--- src/rtl/bridge_pkg.sv ---
// Shared constants for the drawbridge sensor path: channel count, bit indices
// and default debounce tuning used by the conditioning stage and its integrator.
package bridge_pkg;
  localparam int NUM_SENSORS = 6;

  localparam int S1_IDX = 0;
  localparam int S2_IDX = 1;
  localparam int S3_IDX = 2;
  localparam int S4_IDX = 3;
  localparam int S5_IDX = 4;
  localparam int S6_IDX = 5;

  localparam int DEF_DEB_CYCLES  = 4;
  localparam int DEF_CNT_W       = 4;
  localparam int DEF_CHATTER_MAX = 3;

  // Startup counter width large enough to reach deb+2 without wrapping.
  function automatic int startup_w(input int deb);
    return $clog2(deb + 3);
  endfunction
endpackage

--- src/rtl/sensor_debounce_ch.sv ---
// One sensor channel: two-flop synchroniser, stability counter, rejected-bounce
// counter with sticky chatter flag, and a one-cycle change pulse.
module sensor_debounce_ch
  import bridge_pkg::*;
#(
  parameter int DEB_CYCLES  = DEF_DEB_CYCLES,
  parameter int CNT_W       = DEF_CNT_W,
  parameter int CHATTER_MAX = DEF_CHATTER_MAX
) (
  input  logic clk,
  input  logic rst_n,
  input  logic raw,
  output logic stable,
  output logic chg,
  output logic chatter
);
  localparam int BW = $clog2(CHATTER_MAX + 1);
  localparam logic [CNT_W-1:0] CNT_LAST = CNT_W'(DEB_CYCLES - 1);
  localparam logic [BW-1:0]    BNC_MAX  = BW'(CHATTER_MAX);

  logic             sync1, sync2;
  logic [CNT_W-1:0] cnt;
  logic [BW-1:0]    bnc;

  always_ff @(posedge clk or negedge rst_n) begin
    if (!rst_n) begin
      sync1   <= 1'b0;
      sync2   <= 1'b0;
      cnt     <= '0;
      bnc     <= '0;
      stable  <= 1'b0;
      chg     <= 1'b0;
      chatter <= 1'b0;
    end else begin
      sync1 <= raw;
      sync2 <= sync1;
      chg   <= 1'b0;
      if (sync2 != stable) begin
        if (cnt == CNT_LAST) begin
          stable <= sync2;
          cnt    <= '0;
          chg    <= 1'b1;
          bnc    <= '0;
        end else begin
          cnt <= cnt + CNT_W'(1);
        end
      end else if (cnt != '0) begin
        // Input fell back before the run completed: count it as a bounce.
        cnt <= '0;
        if (bnc != BNC_MAX) bnc <= bnc + BW'(1);
        if (bnc >= BNC_MAX - BW'(1)) chatter <= 1'b1;
      end
    end
  end
endmodule

--- src/rtl/sensor_debounce.sv ---
// Six-channel sensor conditioning for state_flat: per-channel debounce plus a
// post-reset settling counter that raises VALID once outputs can be trusted.
module sensor_debounce
  import bridge_pkg::*;
#(
  parameter int DEB_CYCLES  = DEF_DEB_CYCLES,
  parameter int CNT_W       = DEF_CNT_W,
  parameter int CHATTER_MAX = DEF_CHATTER_MAX
) (
  input  logic                   Clock,
  input  logic                   Reset,
  input  logic [NUM_SENSORS-1:0] RAW,
  output logic                   S1,
  output logic                   S2,
  output logic                   S3,
  output logic                   S4,
  output logic                   S5,
  output logic                   S6,
  output logic [NUM_SENSORS-1:0] CHG,
  output logic                   VALID,
  output logic [NUM_SENSORS-1:0] CHATTER
);
  localparam int SW = startup_w(DEB_CYCLES);
  localparam logic [SW-1:0] ST_LAST = SW'(DEB_CYCLES + 1);

  logic [NUM_SENSORS-1:0] s;
  logic [SW-1:0]          st_cnt;

  for (genvar i = 0; i < NUM_SENSORS; i++) begin : g_ch
    sensor_debounce_ch #(
      .DEB_CYCLES (DEB_CYCLES),
      .CNT_W      (CNT_W),
      .CHATTER_MAX(CHATTER_MAX)
    ) u_ch (
      .clk    (Clock),
      .rst_n  (Reset),
      .raw    (RAW[i]),
      .stable (s[i]),
      .chg    (CHG[i]),
      .chatter(CHATTER[i])
    );
  end

  assign S1 = s[S1_IDX];
  assign S2 = s[S2_IDX];
  assign S3 = s[S3_IDX];
  assign S4 = s[S4_IDX];
  assign S5 = s[S5_IDX];
  assign S6 = s[S6_IDX];

  // Counter freezes once VALID is set, so it never wraps.
  always_ff @(posedge Clock or negedge Reset) begin
    if (!Reset) begin
      st_cnt <= '0;
      VALID  <= 1'b0;
    end else if (!VALID) begin
      st_cnt <= st_cnt + SW'(1);
      if (st_cnt == ST_LAST) VALID <= 1'b1;
    end
  end
endmodule

--- config.mk ---
export PLATFORM = sky130hd
export DESIGN_NAME = sensor_debounce
export DESIGN_NICKNAME = d
export VERILOG_FILES = /design/src/rtl/bridge_pkg.sv /design/src/rtl/sensor_debounce_ch.sv /design/src/rtl/sensor_debounce.sv
export SDC_FILE = /design/constraint.sdc
export NUM_CORES = 1
export LEC_CHECK = 0
export ABC_CLOCK_PERIOD_IN_PS = 1400
export BUFFER_PORTS_ARGS = -buffer_cell sky130_fd_sc_hd__clkbuf_2
export CAP_MARGIN = 20
export CORE_AREA = 2 2 82 84
export DETAILED_ROUTE_END_ITERATION = 12
export DIE_AREA = 0 0 84 86
export GPL_TIMING_DRIVEN = 0
export PLACE_DENSITY = 0.79
export SLEW_MARGIN = 20
export SYNTH_ARGS = -nofsm -noshare
export SYNTH_HDL_FRONTEND = slang
export SYNTH_HIERARCHICAL = 1
export SYNTH_SLANG_ARGS = --single-unit
--- constraint.sdc ---
create_clock -name Clock -period 1.4 [get_ports Clock]
set_clock_uncertainty 0.15 [all_clocks]
set_input_delay 0.14 -clock Clock [delete_from_list [all_inputs] [get_ports Clock]]
set_output_delay 0.14 -clock Clock [all_outputs]
set_load 0.05 [all_outputs]
==> flow_summary.html <==
<table>
<tr><th>Metric</th><th>Value</th></tr>
<tr><th colspan="2">Worst setup path</th></tr>
<tr><td>Data required time of the critical path</td><td>1.48 ns</td></tr>
<tr><td>Endpoint kind of the worst setup timing path</td><td>flop</td></tr>
<tr><td>Delay contributed by the slowest stage of the critical path</td><td>0.42 ns</td></tr>
<tr><td>Crit path max fanout</td><td>4</td></tr>
<tr><td>Slowest stage cell, crit path</td><td>sky130_fd_sc_hd__or3b_4</td></tr>
<tr><td>Data arrival, critical path</td><td>1.68 ns</td></tr>
<tr><td>Crit Path Category</td><td>reg2reg</td></tr>
<tr><td>Launching element type of the critical path</td><td>flop</td></tr>
<tr><td>Flop-to-flop setup slack</td><td>-0.20 ns</td></tr>
<tr><td>List of cells traversed by the critical path</td><td>ha_2 -&gt; or3b_4 -&gt; mux2_4</td></tr>
<tr><th colspan="2">STA</th></tr>
<tr><td>Relative max-transition margin</td><td>0.656</td></tr>
<tr><td>Fin crit share</td><td>1.14</td></tr>
<tr><td>Hold Violations, Final</td><td>0</td></tr>
<tr><td>Setup WS post-layout</td><td>-0.202 ns</td></tr>
<tr><td>Final sum of negative setup slack</td><td>-3.22 ns</td></tr>
<tr><td># setup viols final</td><td>30</td></tr>
<tr><td>Fmax</td><td>624 MHz</td></tr>
<tr><td>Unrepaired setup endpoints after global routing</td><td>yes</td></tr>
<tr><td>Slew at the pin closest to its max-slew limit</td><td>0.515 ns</td></tr>
<tr><td>Clock period minus final worst setup slack</td><td>1.60 ns</td></tr>
<tr><td>Pins over their slew limit</td><td>0</td></tr>
<tr><th colspan="2">Global routing</th></tr>
<tr><td>Number of antenna violations at the first check in global routing</td><td>0</td></tr>
<tr><td>Overall overflow remaining after global route</td><td>0</td></tr>
<tr><td>Maximum number of pins on one net before global-route repair</td><td>38</td></tr>
<tr><td>Number of global-route vias before repair</td><td>2447</td></tr>
<tr><td>Total Routing Usage GR</td><td>0.177</td></tr>
<tr><td>Wire length of the first global-routing pass</td><td>10.4 mm</td></tr>
<tr><th colspan="2">CTS</th></tr>
<tr><td>CTS Sinks</td><td>70</td></tr>
<tr><td>Cell chosen for the clock root</td><td>sky130_fd_sc_hd__clkbuf_8</td></tr>
<tr><td>Maximum clock insertion buffer count</td><td>2</td></tr>
<tr><td>Total CTS buffers</td><td>9</td></tr>
<tr><td>Number of levels in the clock H-tree</td><td>3</td></tr>
<tr><td>CTS tree</td><td>done</td></tr>
<tr><td>Post-CTS clock slew at the launch and capture registers of the worst setup and hold paths</td><td>0.07 ns</td></tr>
<tr><td>Insertion delay to the later sink of the worst-skew pair</td><td>0.34 ns</td></tr>
<tr><th colspan="2">Placement</th></tr>
<tr><td>Pre-CTS setup slack</td><td>-0.209 ns</td></tr>
<tr><td>Number of instances in the placed design</td><td>386</td></tr>
<tr><td>Detailed placer's ending HPWL</td><td>3.70 mm</td></tr>
<tr><td>IO buf count</td><td>26</td></tr>
<tr><td>Area post-placement</td><td>0.00362 sq mm</td></tr>
<tr><td>GP Congestion</td><td>0.771</td></tr>
<tr><th colspan="2">Layout</th></tr>
<tr><td>Antenna Diode Count</td><td>0</td></tr>
<tr><td>Ratio of cells with drive above 1 in the final layout</td><td>0.448</td></tr>
<tr><td>Fill cell total of the finished layout</td><td>457</td></tr>
<tr><td>FF/Latch Area</td><td>0.00176 sq mm</td></tr>
<tr><td>Layout Cells excl Fill</td><td>445</td></tr>
<tr><td>Cell area after layout</td><td>0.00439 sq mm</td></tr>
<tr><td>Fin nets</td><td>397</td></tr>
<tr><td>Area of combinational cells with multiple inputs</td><td>0.00178 sq mm</td></tr>
<tr><td>P&amp;R area growth vs syn</td><td>33.9%</td></tr>
<tr><th colspan="2">Synthesis</th></tr>
<tr><td>Number of register bits inferred by synthesis</td><td>70</td></tr>
<tr><td>Share of the synthesized area in the top cell type</td><td>0.534</td></tr>
<tr><td>Cell types occupying the most area after synthesis</td><td>sky130_fd_sc_hd__dfrtp_1 (53%), sky130_fd_sc_hd__ha_1 (9.9%), sky130_fd_sc_hd__nand3_1 (3.7%)</td></tr>
<tr><td>Synth Cell Area</td><td>0.00328 sq mm</td></tr>
<tr><td>Synth warnings</td><td>6</td></tr>
<tr><td>Post-synthesis cell type with the largest combined area</td><td>sky130_fd_sc_hd__dfrtp_1</td></tr>
<tr><td>Sequential area share after synthesis</td><td>0.534</td></tr>
<tr><td>Synthesized instance count</td><td>282</td></tr>
<tr><td>Library cells used by synthesis</td><td>23</td></tr>
<tr><td>Syn nets</td><td>316</td></tr>
<tr><td>Mapped Avg Cell Area</td><td>11.6 sq um</td></tr>
<tr><th colspan="2">Floorplan</th></tr>
<tr><td>Die height</td><td>86 um</td></tr>
<tr><td>Die area</td><td>0.00722 sq mm</td></tr>
<tr><td>Std cell rows</td><td>29</td></tr>
<tr><td>Placeable Area</td><td>0.00628 sq mm</td></tr>
<tr><td>Starting utilization of the core area</td><td>0.522</td></tr>
<tr><td>Top-level port count</td><td>27</td></tr>
<tr><td>Die X-Extent</td><td>84 um</td></tr>
<tr><th colspan="2">Power and ir drop</th></tr>
<tr><td>Total design power</td><td>9430 uW</td></tr>
<tr><td>Cell internal pwr</td><td>5550 uW</td></tr>
<tr><td>Share of power burned in the clock network</td><td>0.152</td></tr>
<tr><td>Fraction of power spent switching nets</td><td>0.411</td></tr>
<tr><td>Proportion of power drawn by combinational gates</td><td>0.507</td></tr>
<tr><td>Sequential share of power</td><td>0.341</td></tr>
<tr><td>Areal power density over the cells</td><td>2150 mW/mm^2</td></tr>
<tr><td>Static power due to leakage</td><td>0.00199 uW</td></tr>
<tr><td>Power spent charging and discharging nets</td><td>3870 uW</td></tr>
<tr><td>Max IR drop VDD</td><td>1.32 mV</td></tr>
<tr><th colspan="2">Routing</th></tr>
<tr><td>Total routed wirelength</td><td>6.35 mm</td></tr>
<tr><td>Average wire length per cell after detail routing</td><td>14.3 um</td></tr>
<tr><td>Initial DRC Count</td><td>119</td></tr>
<tr><td>Drt drc</td><td>0</td></tr>
<tr><td>Number of vias per cell</td><td>5.40</td></tr>
<tr><td>Final antenna-violating net count</td><td>0</td></tr>
<tr><td>Vias</td><td>2404</td></tr>
<tr><td>Number of detailed-route iterations in the first pass</td><td>4</td></tr>
<tr><th colspan="2">Hold path</th></tr>
<tr><td>Worst min-delay path category</td><td>in2async</td></tr>
<tr><th colspan="2">Job</th></tr>
<tr><td>Maximum Capacitance Violations</td><td>0</td></tr>
<tr><th colspan="2">Outcome</th></tr>
<tr><td>Violated checks</td><td>setup timing</td></tr>
<tr><td>Outcome</td><td>finished with violations</td></tr>
</table>
## cells in the mapped netlist, drive strengths merged
cell,number
a21o,1
a21oi,6
a31oi,6
dfrtp,70
ha,26
inv,19
mux2,6
mux2i,1
nand2,18
nand2b,7
nand3,24
nand3b,6
nor2,12
nor3b,6
o211ai,6
o21ai,24
o21bai,6
o31a,6
or3b,6
or4,6
xnor2,8
xor2,12
## per-stage QoR
step | hold slack, ns | utilization
2_1_floorplan | -0.306 | -
3_3_place_gp | 0.0984 | 0.574
3_5_place_dp | 0.0252 | 0.577
4_1_cts | 0.201 | 0.663
5_1_grt | 0.212 | 0.699
6_report | 0.191 | 0.699
## worst max-delay path, delay by kind of cell (launching register included)
kind | cells | cell delay (ns)
adder cells (fa/ha/maj) | 1 | 0.20
flip-flops | 1 | 0.41
multiplexers | 1 | 0.31
AND/OR/NAND/NOR | 1 | 0.42
## worst paths after layout
path,start,to,cells past startpoint
setup / recovery,g_ch[4].u_ch/cnt[0],g_ch[4].u_ch/stable,3
hold / removal,Reset,g_ch[0].u_ch/chatter,2
setup reg to reg,g_ch[4].u_ch/cnt[0],g_ch[4].u_ch/stable,3
hold reg to reg,g_ch[4].u_ch/sync1,g_ch[4].u_ch/sync2,0
max in group asynchronous,Reset,g_ch[5].u_ch/bnc[1],3
min in group Clock,g_ch[4].u_ch/sync1,g_ch[4].u_ch/sync2,0
## layout make-up
class                      count  area share
tap                           77      0.0219
timing repair buffer          70       0.115
multi-input combinational    193       0.406
inverter                      19      0.0162
sequential                    70       0.401
clock buffer                  15      0.0379
clock inverter                 1     0.00114
## power groups by stage
stage | sequential, uW | combinational [uW] | clock, uW
2_1_floorplan | 3690 | 2080 | 0
3_3_place_gp | 3130 | 3260 | 0
3_5_place_dp | 3170 | 3410 | 0
4_1_cts | 3160 | 4210 | 1460
5_1_grt | 3290 | 5200 | 1570
6_report | 3210 | 4780 | 1440
## cell usage in the layout, fill, tap and decap left out, types with 2 or more instances in the layout
| cell type | Yosys | routed |
|---|---|---|
| sky130_fd_sc_hd__clkbuf_8 | 0 | 11 |
| sky130_fd_sc_hd__nand3_1 | 24 | 20 |
| sky130_fd_sc_hd__o21ai_1 | 6 | 14 |
| sky130_fd_sc_hd__ha_4 | 0 | 4 |
| sky130_fd_sc_hd__xor2_2 | 0 | 6 |
| sky130_fd_sc_hd__o211ai_1 | 6 | 6 |
| sky130_fd_sc_hd__nor3b_4 | 0 | 6 |
| sky130_fd_sc_hd__xnor2_2 | 0 | 3 |
| sky130_fd_sc_hd__dlygate4sd3_1 | 0 | 7 |
| sky130_fd_sc_hd__o21bai_1 | 6 | 6 |
| sky130_fd_sc_hd__xor2_1 | 12 | 6 |
| sky130_fd_sc_hd__or3b_4 | 6 | 6 |
| sky130_fd_sc_hd__clkbuf_2 | 0 | 21 |
| sky130_fd_sc_hd__o31a_2 | 6 | 6 |
| sky130_fd_sc_hd__xnor2_4 | 0 | 3 |
| sky130_fd_sc_hd__o21ai_0 | 18 | 6 |
| sky130_fd_sc_hd__nand3_2 | 0 | 4 |
| sky130_fd_sc_hd__nand3b_1 | 6 | 6 |
| sky130_fd_sc_hd__a31oi_1 | 6 | 5 |
| sky130_fd_sc_hd__buf_4 | 0 | 35 |
| sky130_fd_sc_hd__ha_2 | 0 | 12 |
| sky130_fd_sc_hd__nor2_1 | 12 | 11 |
| sky130_fd_sc_hd__dfrtp_1 | 70 | 62 |
| sky130_fd_sc_hd__nand2_2 | 0 | 5 |
| sky130_fd_sc_hd__nand2b_1 | 7 | 6 |
| sky130_fd_sc_hd__ha_1 | 26 | 10 |
| sky130_fd_sc_hd__or4_1 | 6 | 5 |
| sky130_fd_sc_hd__dfrtp_2 | 0 | 8 |
| sky130_fd_sc_hd__inv_2 | 0 | 11 |
| sky130_fd_sc_hd__a21oi_1 | 6 | 5 |
| sky130_fd_sc_hd__clkbuf_1 | 0 | 4 |
| sky130_fd_sc_hd__mux2_4 | 6 | 6 |
| sky130_fd_sc_hd__xnor2_1 | 8 | 2 |
| sky130_fd_sc_hd__o21ai_2 | 0 | 4 |
| sky130_fd_sc_hd__clkbuf_4 | 0 | 4 |
| sky130_fd_sc_hd__nand2_1 | 18 | 12 |
| sky130_fd_sc_hd__inv_1 | 19 | 8 |
## metal layers
layer	GRT usage	vias to the layer above	part of all wire
met5	0	-	0
met4	0.0865	0	0.020
met3	0.0308	13	0.029
met2	0.311	36	0.51
met1	0.212	1203	0.44
li1	-	1152	-
## sequential cells by signal, indices dropped and copies added, names as in the netlist
signal	cells
g_ch.u_ch/chatter	6
st_cnt	3
g_ch.u_ch/sync2	6
g_ch.u_ch/sync1	6
g_ch.u_ch/chg	6
g_ch.u_ch/stable	6
g_ch.u_ch/cnt	24
VALID	1
g_ch.u_ch/bnc	12
## cell families (layout without fill, tap and decap cells)
family | count (synthesis) | count (layout) | synth area share
AO/OA/AOI/OAI | 55 | 55 | 0.105
XOR/XNOR | 20 | 20 | 0.0534
adder cells (fa/ha/maj) | 26 | 26 | 0.0992
buffers and inverters | 19 | 105 | 0.0218
flip-flops | 70 | 70 | 0.534
multiplexers | 7 | 7 | 0.0305
AND/OR/NAND/NOR | 85 | 85 | 0.155
## what timing repair did
item / in CTS / in global routing
setup endpoints to repair: 36 / 42
setup buffers: 24 / 12
hold buffers: 7 / 0
endpoints found under the hold margin: 42 / 0
resized for setup: 47 / 33
pin swaps: 13 / 27
Note: power is estimated with default switching activity, not from simulation.
